<file path="config.mk">
export PLATFORM = sky130hd
export DESIGN_NAME = dft_sin_stall_collector_flat
export DESIGN_NICKNAME = d
export VERILOG_FILES = /design/src/rtl/dft_sin_stall_collector_if.sv /design/src/rtl/dft_sin_stall_collector.sv /design/src/flat_wrapper.sv
export SDC_FILE = /design/constraint.sdc
export NUM_CORES = 1
export LEC_CHECK = 0
export BUFFER_PORTS_ARGS = -buffer_cell sky130_fd_sc_hd__buf_2
export CAP_MARGIN = 20
export CORE_UTILIZATION = 50
export CTS_CLUSTER_DIAMETER = 150
export DETAILED_ROUTE_END_ITERATION = 16
export GPL_ROUTABILITY_DRIVEN = 1
export HOLD_SLACK_MARGIN = 0.1
export PLACE_DENSITY = 0.81
export SETUP_SLACK_MARGIN = 0.02
export SYNTH_ARGS = -nofsm -noshare
export SYNTH_HDL_FRONTEND = slang
export SYNTH_SLANG_ARGS = --single-unit
</file>
<file path="constraint.sdc">
create_clock -name aclk -period 2.9 [get_ports aclk]
set_input_delay 0.58 -clock aclk [delete_from_list [all_inputs] [get_ports aclk]]
set_output_delay 0.58 -clock aclk [all_outputs]
set_load 0.05 [all_outputs]
</file>
<file path="src/rtl/dft_sin_stall_collector_if.sv">
// Operand/result bundle between the sine pipeline collector, the 5-stage sine unit and its producer/consumer.
interface dft_sin_stall_collector_if #(parameter int XW = 37);
  logic          in_valid, in_ready, in_sign;
  logic [7:0]    in_exp;
  logic [22:0]   in_man;
  logic          a_sign;
  logic [7:0]    a_exp;
  logic [22:0]   a_man;
  logic          astall;
  logic [XW-1:0] pipe_x;
  logic          out_valid, out_ready;
  logic [XW-1:0] out_x;
  logic          busy;

  modport master (
    input  in_valid, in_sign, in_exp, in_man, pipe_x, out_ready,
    output in_ready, a_sign, a_exp, a_man, astall, out_valid, out_x, busy
  );

  modport slave (
    output in_valid, in_sign, in_exp, in_man, pipe_x, out_ready,
    input  in_ready, a_sign, a_exp, a_man, astall, out_valid, out_x, busy
  );
endinterface

</file>
<file path="src/rtl/dft_sin_stall_collector.sv">
// Issue/collect controller for the stall-able sine pipeline: shadows in-flight ops with a valid
// shift register and stalls the unit only when the result FIFO is full and not draining.
module dft_sin_stall_collector #(
  parameter int LAT   = 5,
  parameter int XW    = 37,
  parameter int DEPTH = 4
) (
  input  logic                   aclk,
  input  logic                   areset,
  dft_sin_stall_collector_if.master bus
);
  localparam int          AW   = (DEPTH > 1) ? $clog2(DEPTH) : 1;
  localparam logic [AW:0] FULL = (AW+1)'(DEPTH);

  logic [LAT-1:0] vld_sr_q, vld_sr_d;
  logic [AW-1:0]  wptr_q, wptr_d, rptr_q, rptr_d;
  logic [AW:0]    cnt_q, cnt_d;
  logic [XW-1:0]  mem_q [DEPTH];
  logic           full, pop, push, stall;

  always_comb begin
    full  = (cnt_q == FULL);
    pop   = (cnt_q != '0) && bus.out_ready;
    // Combinational: the unit's output register samples this in the same cycle.
    stall = full && !pop;
    push  = vld_sr_q[LAT-1] && !stall;

    vld_sr_d = vld_sr_q;
    if (!stall) begin
      vld_sr_d[0] = bus.in_valid;  // in_ready is 1 whenever we shift
      for (int i = 1; i < LAT; i++) vld_sr_d[i] = vld_sr_q[i-1];
    end

    wptr_d = push ? wptr_q + 1'b1 : wptr_q;
    rptr_d = pop  ? rptr_q + 1'b1 : rptr_q;
    cnt_d  = cnt_q;
    case ({push, pop})
      2'b10:   cnt_d = cnt_q + 1'b1;
      2'b01:   cnt_d = cnt_q - 1'b1;
      default: cnt_d = cnt_q;
    endcase
  end

  always_ff @(posedge aclk) begin
    if (areset) begin
      vld_sr_q <= '0;
      wptr_q   <= '0;
      rptr_q   <= '0;
      cnt_q    <= '0;
    end else begin
      vld_sr_q <= vld_sr_d;
      wptr_q   <= wptr_d;
      rptr_q   <= rptr_d;
      cnt_q    <= cnt_d;
    end
  end

  always_ff @(posedge aclk) begin
    if (push) mem_q[wptr_q] <= bus.pipe_x;
  end

  assign bus.a_sign    = bus.in_sign;
  assign bus.a_exp     = bus.in_exp;
  assign bus.a_man     = bus.in_man;
  assign bus.astall    = stall;
  assign bus.in_ready  = !stall;
  assign bus.out_valid = (cnt_q != '0);
  assign bus.out_x     = mem_q[rptr_q];
  assign bus.busy      = (|vld_sr_q) || (cnt_q != '0);
endmodule
</file>
<file path="src/flat_wrapper.sv">
// flat-port wrapper written by rule: the top's interface ports become plain ports
module dft_sin_stall_collector_flat 
#(
  parameter int LAT   = 5,
  parameter int XW    = 37,
  parameter int DEPTH = 4
)
  (aclk, areset, bus_in_valid, bus_in_sign, bus_in_exp, bus_in_man, bus_pipe_x, bus_out_ready, bus_in_ready, bus_a_sign, bus_a_exp, bus_a_man, bus_astall, bus_out_valid, bus_out_x, bus_busy);
  dft_sin_stall_collector_if #(.XW(XW)) bus_i ();
  input  logic aclk;
  input  logic areset;
  input wire logic [$bits(bus_i.in_valid)-1:0] bus_in_valid;
  input wire logic [$bits(bus_i.in_sign)-1:0] bus_in_sign;
  input wire logic [$bits(bus_i.in_exp)-1:0] bus_in_exp;
  input wire logic [$bits(bus_i.in_man)-1:0] bus_in_man;
  input wire logic [$bits(bus_i.pipe_x)-1:0] bus_pipe_x;
  input wire logic [$bits(bus_i.out_ready)-1:0] bus_out_ready;
  output wire logic [$bits(bus_i.in_ready)-1:0] bus_in_ready;
  output wire logic [$bits(bus_i.a_sign)-1:0] bus_a_sign;
  output wire logic [$bits(bus_i.a_exp)-1:0] bus_a_exp;
  output wire logic [$bits(bus_i.a_man)-1:0] bus_a_man;
  output wire logic [$bits(bus_i.astall)-1:0] bus_astall;
  output wire logic [$bits(bus_i.out_valid)-1:0] bus_out_valid;
  output wire logic [$bits(bus_i.out_x)-1:0] bus_out_x;
  output wire logic [$bits(bus_i.busy)-1:0] bus_busy;
  assign bus_i.in_valid = bus_in_valid;
  assign bus_i.in_sign = bus_in_sign;
  assign bus_i.in_exp = bus_in_exp;
  assign bus_i.in_man = bus_in_man;
  assign bus_i.pipe_x = bus_pipe_x;
  assign bus_i.out_ready = bus_out_ready;
  assign bus_in_ready = bus_i.in_ready;
  assign bus_a_sign = bus_i.a_sign;
  assign bus_a_exp = bus_i.a_exp;
  assign bus_a_man = bus_i.a_man;
  assign bus_astall = bus_i.astall;
  assign bus_out_valid = bus_i.out_valid;
  assign bus_out_x = bus_i.out_x;
  assign bus_busy = bus_i.busy;
  dft_sin_stall_collector #(.LAT(LAT), .XW(XW), .DEPTH(DEPTH)) u_core (.aclk(aclk), .areset(areset), .bus(bus_i));
endmodule
</file>
==> results.ini, run 1 <==
[global_route]
overflow=0
track_usage_pct=16.9
grt_pass1_vias=3003
grt_max_degree=38
grt_pass1_wl_mm=15.6
antenna_found_initial=2

[synthesis]
postSynthCellCount=306
synth_top_area_cell=edfxtp_1
synth_seq_cells=162
ys_seq_area_share_pct=75.7
syn_nets=385
synth_area_mm2=0.00624
yosys_warnings=0
ys_types=27
synth_area_leaders=edfxtp_1 71%, mux4_2 13%, dfxtp_1 4.5%
syn_area_per_cell_um2=20.4
synth_top_area_share_pct=71.3

[timing]
rsz0062_at_grt=false
slew_viol_final=0
layout_min_cycle_time_ps=2510
fin_crit_sh_pct=86.6
hold_violations=0
tightest_slew_ps=976
tns_ps=0
max_freq_mhz=398
skew_ps=7.11
max_slew_margin_pct=34.9
setup_viol=0

[power_and_ir_drop]
vdd_drop_max_mv=0.473
p_sw_w=0.000952
p_int_w=0.00386
p_seq_share_pct=53.1
clkPwrFrac_pct=43.9
powerDensity_mw_per_mm2=672
total_power_w=0.00481
power_frac_comb_pct=3.0
p_leak_nw=2.40
p_sw_share_pct=19.8

[drt]
firstDrtPassIters=4
vias_per_cell=5.26
avgRoutedWirePerCell_um=18.2
drc=0
drt_iter0_markers=280
drt-total-wl_mm=9.93
vias=2876
postRouteAntennaNets=0

[run]
cap_viol_max_count=0

[min_path]
min-delay-start=bus_pipe_x[18]
hold_end=u_core.mem_q[1][18]
whs_path_depth=1
min_path_type=in2reg

[die]
die_area_mm2=0.0129
rows=40
coreArea_mm2=0.0121
start_util_pct=51.7
die_w_um=114
dieHeight_um=114
io_pins=146

[cts]
cts_max_level=4
cts_buffers=17
root_buffer=clkbuf_16
insertion_delay_ps=410
cts.sinks=162
cts_tree=yes
ctsResizeCount=0
clk_pin_slew_ps=60
postCtsSetupRepairBufs=0
holdBufCountCts=0
cts_buffer_depth=2

[critical_path]
rr_worst_depth=9
end_kind=flop
worstPathRequired_ps=3230
r2r_start=u_core.cnt_q[0]
reg2reg_slack_ps=390
critPathKind=reg2reg
worst_setup_path_start_kind=flop
r2r_end=u_core.cnt_q[2]
critPathMaxFanout=5
cp.arrival_ps=2850

[cells_and_area]
area_growth_pct=14.8
finalNetCount=444
final_cell_area_mm2=0.00716
nFillCells=871
drive_gt1_share_pct=42.1

[place]
gp_congestion=0.737
portBuffers=81
hpwl_mm=5.84
place_area_mm2=0.00659

[run_status]
status=complete, no violations

## worst max path at each step
stage | from | end | slack (ps) | cells after the start
detailed placement | bus_out_ready | u_core.cnt_q[2] | 120 | 10
global placement | bus_out_ready | u_core.cnt_q[2] | 280 | 10
global route | u_core.cnt_q[0] | u_core.cnt_q[2] | 260 | 9
CTS | u_core.cnt_q[0] | u_core.cnt_q[2] | 400 | 9
floorplan | bus_out_ready | u_core.cnt_q[2] | 300 | 10
finish | u_core.cnt_q[0] | u_core.cnt_q[2] | 390 | 9
## cell usage after synthesis, drive strengths merged
cell type	instances
edfxtp	148
buf	41
mux4	37
dfxtp	14
nand2	11
a21oi	10
inv	9
nor2	6
ha	5
and3	4
clkbuf	3
nand3	3
xor2	3
a21o	2
nor3	2
o21ai	2
or3	2
and2	1
fa	1
o31ai	1
or4b	1
## flip-flops by register name, summed over array words and instances, names as in the netlist, named ones only
name / cells
u_core.rptr_q: 2
u_core.wptr_q: 2
u_core.mem_q: 148
u_core.vld_sr_q: 5
u_core.cnt_q: 3
## power by group through the flow
| stage | combinational (W) | clock (W) | sequential, W |
|---|---|---|---|
| 2_1_floorplan | 0.000202 | 0 | 0.00261 |
| 3_3_place_gp | 0.000140 | 0 | 0.00261 |
| 3_5_place_dp | 0.000147 | 0 | 0.00261 |
| 4_1_cts | 0.000146 | 0.00216 | 0.00256 |
| 5_1_grt | 0.000156 | 0.00227 | 0.00256 |
| 6_report | 0.000144 | 0.00211 | 0.00256 |
## kinds of logic after synthesis
| kind of cell | Yosys count | synth area share [%] |
|---|---|---|
| AO/OA/AOI/OAI | 15 | 1.38 |
| XOR/XNOR | 3 | 0.421 |
| adder cells (fa/ha/maj) | 6 | 1.32 |
| buffers and inverters | 53 | 5.48 |
| flip-flops | 162 | 75.7 |
| multiplexers | 37 | 13.4 |
| AND/OR/NAND/NOR | 30 | 2.29 |
## metal layers
metal	vias to the layer above	routed length, um	GRT usage, %
li1	1297	-	-
met1	1461	4010	19.5
met2	96	4990	27.5
met3	22	768	7.33
met4	0	165	7.63
met5	-	0	0
## cell type report
cell class                      instances  area [um2]  share of cell area [%]
Clock buffer                           18         429                    5.99
Sequential cell                       162        4730                    66.0
Inverter                                9        33.8                   0.472
Multi-Input combinational cell         91        1180                    16.4
Timing Repair Buffer                   84         440                    6.15
Tap cell                              168         210                    2.94
Antenna cell                            1        2.50                  0.0349
Clock inverter                         14         141                    1.97
## cells in the final DEF (no fill, tap or decap)
master	n
inv_1	8
nor2_1	6
and2_1	1
mux4_2	37
diode_2	1
buf_2	81
xor2_1	3
or3_1	2
inv_2	1
dfxtp_2	2
nand2_1	11
nand3_1	3
clkbuf_16	17
bufinv_16	2
o21ai_0	2
clkinv_4	4
clkinv_2	4
nor3_1	2
buf_12	1
a21o_1	2
clkbuf_1	1
fa_1	1
clkinv_1	1
clkinvlp_4	3
or4b_1	1
a21oi_2	1
ha_1	5
and3_2	4
dfxtp_1	12
o31ai_1	1
edfxtp_1	148
buf_4	2
a21oi_1	9
## worst max-delay path, cell delays in order, from the launching register on
cell and delay (ps):
dfxtp_1 350, or4b_1 550, and2_1 170, inv_1 50
ha_1 180, inv_1 60, fa_1 370, xor2_1 170
or3_1 330, a21oi_1 200
## per-stage QoR
| step | hold WS [ps] | utilization (%) | worst slack (ps) | instances |
|---|---|---|---|---|
| floorplan | 443 | - | 302 | 306 |
| global placement | 457 | 54.6 | 278 | 514 |
| detailed placement | 461 | 54.6 | 124 | 514 |
| CTS | 357 | 59.3 | 401 | 546 |
| global route | 361 | 59.3 | 257 | 546 |
| finish | 373 | 59.4 | 388 | 547 |
No activity file was read; power rests on OpenSTA's default activity.
==> inputs of run 2 (changes only) <==
--- a/config.mk
+++ b/config.mk
@@ -7,12 +7,12 @@
 export LEC_CHECK = 0
 export BUFFER_PORTS_ARGS = -buffer_cell sky130_fd_sc_hd__buf_2
 export CAP_MARGIN = 20
-export CORE_UTILIZATION = 50
+export CORE_UTILIZATION = 53
 export CTS_CLUSTER_DIAMETER = 150
 export DETAILED_ROUTE_END_ITERATION = 16
 export GPL_ROUTABILITY_DRIVEN = 1
 export HOLD_SLACK_MARGIN = 0.1
-export PLACE_DENSITY = 0.81
+export PLACE_DENSITY = 0.85
 export SETUP_SLACK_MARGIN = 0.02
 export SYNTH_ARGS = -nofsm -noshare
 export SYNTH_HDL_FRONTEND = slang
==> run 2 against run 1 <==
  * Count of clock-buffer cells in the layout stayed put
  * Flip-flop and latch count is the same
  * Via count increased by 1.1%
  * Die area decreased by 5.6%
  * Clock power rose by 11%
  * Maximum frequency fell by 4.7%
  * First-iteration DRC count down 45%
  * Combinational power hardly changed
  * Global-route usage increased by 1.3 points
  * Power grew 4.8%
  * Critical endpoint is now bus_out_x[8]
  * Final cell count shrank 4.2%
  * Highest routed layer is now met5
==> results.ini, run 2 (synthesis gave the netlist of run 1 again) <==
[timing]
fin_ws_ps=264
layout_min_cycle_time_ps=2640
tns_ps=0
tightest_slew_ps=965
setup_viol=0
skew_ps=8.11
rsz0062_at_grt=false
slew_viol_final=0
hold_violations=0
max_freq_mhz=379
max_slew_margin_pct=35.7
fin_crit_sh_pct=90.9

[die]
start_util_pct=54.4
io_pins=146
dieHeight_um=110
die_w_um=110
die_area_mm2=0.0122
rows=39
coreArea_mm2=0.0115

[run]
cap_viol_max_count=0

[cts]
holdBufCountCts=0
cts_max_level=4
cts_buffer_depth=2
root_buffer=clkbuf_16
insertion_delay_ps=420
ctsResizeCount=0
postCtsSetupRepairBufs=0
cts_buffers=17
clk_pin_slew_ps=60
cts.sinks=162
cts_tree=yes

[global_route]
grt_pass1_vias=3072
grt_max_degree=38
antenna_found_initial=2
grt_pass1_wl_mm=16.2
overflow=0
track_usage_pct=18.2

[cells_and_area]
area_growth_pct=15.5
nFillCells=771
drive_gt1_share_pct=42.4
multi_input_area_mm2=0.00118
final_cell_area_mm2=0.00720
seq_area_mm2=0.00473
layout_commonest_cell=edfxtp_1
final_cell_mix=148 x edfxtp_1, 81 x buf_2, 37 x mux4_2
largest_register_ffs=148
finalNetCount=446
stdcell_count=524
reg_top3=u_core.mem_q: 148 flops, u_core.vld_sr_q: 5 flops, u_core.cnt_q: 3 flops
final_core_util_pct=62.8
largest_register=u_core.mem_q

[drt]
drt-total-wl_mm=10.5
avgRoutedWirePerCell_um=20.0
vias=2909
drt_iter0_markers=153
drc=0
firstDrtPassIters=4
vias_per_cell=5.55
postRouteAntennaNets=0

[critical_path]
critPathMaxFanout=21
crit_chain=buf_12 > mux4_2 > buf_2
worst_setup_path_start_kind=flop
critPathMaxStageDelay_ps=560
end_kind=primary output
slowest_stage=dfxtp_2
critPathKind=reg2out
r2r_start=u_core.cnt_q[0]
cp.arrival_ps=2060
worstPathRequired_ps=2320

[place]
gp_congestion=0.669
hpwl_mm=6.38
pre_cts_ws_ps=193
place_area_mm2=0.00657
portBuffers=81
placed_cells=491

[power_and_ir_drop]
powerDensity_mw_per_mm2=701
p_leak_nw=2.44
vdd_drop_max_mv=0.639

[run_status]
status=complete, no violations

[min_path]
min_path_type=in2reg
min-delay-start=bus_pipe_x[14]

==> run 2: changes by cell type in the layout (fill, tap and decap cells not counted) <==
cell,previous run,this run
buf_4,2,4
bufinv_16,2,4
clkinv_2,4,1
clkinv_4,4,2
clkinvlp_4,3,1
inv_6,0,4
inv_8,0,1
==> run 2: final timing paths <==
check	endpoint	slack (ps)	cells past startpoint
worst max register to register	u_core.cnt_q[2]	460	9
worst min-delay path	u_core.mem_q[2][14]	370	1
worst max-delay path	bus_out_x[8]	260	3
worst min register to register	u_core.vld_sr_q[0]	480	2
==> run 2: metal layers <==
layer  part of all wire [%]  GRT usage [%]
met3                    7.1           6.53
met1                     39           21.5
met4                    3.0           9.33
met5                  0.096              0
met2                     51           29.4
==> run 2: critical path: cells and delay by family (launching register included) <==
family   cells  cell delay [ps]
mux          1              560
flops        1              560
buf+inv      2              500
==> run 2: final cells by class <==
class                           instances  area share [%]
Timing Repair Buffer                   86            6.32
Antenna cell                            1          0.0347
Sequential cell                       162            65.6
Inverter                                9           0.469
Clock inverter                         14            2.78
Multi-Input combinational cell         91            16.3
Tap cell                              143            2.48
Clock buffer                           18            5.96
==> run 2: where the power goes <==
group	internal, W	switching, W
Sequential	0.00255	0.00000593
Combinational	0.0000505	0.0000944
Clock	0.00146	0.000889
Total	0.00406	0.000989
==> run 2: stage by stage <==
stage,total power [W],hold slack [ps]
after floorplan,0.00281,443
after global placement,0.00275,457
after detailed placement,0.00275,468
after CTS,0.00508,356
after global routing,0.00519,358
final,0.00505,375
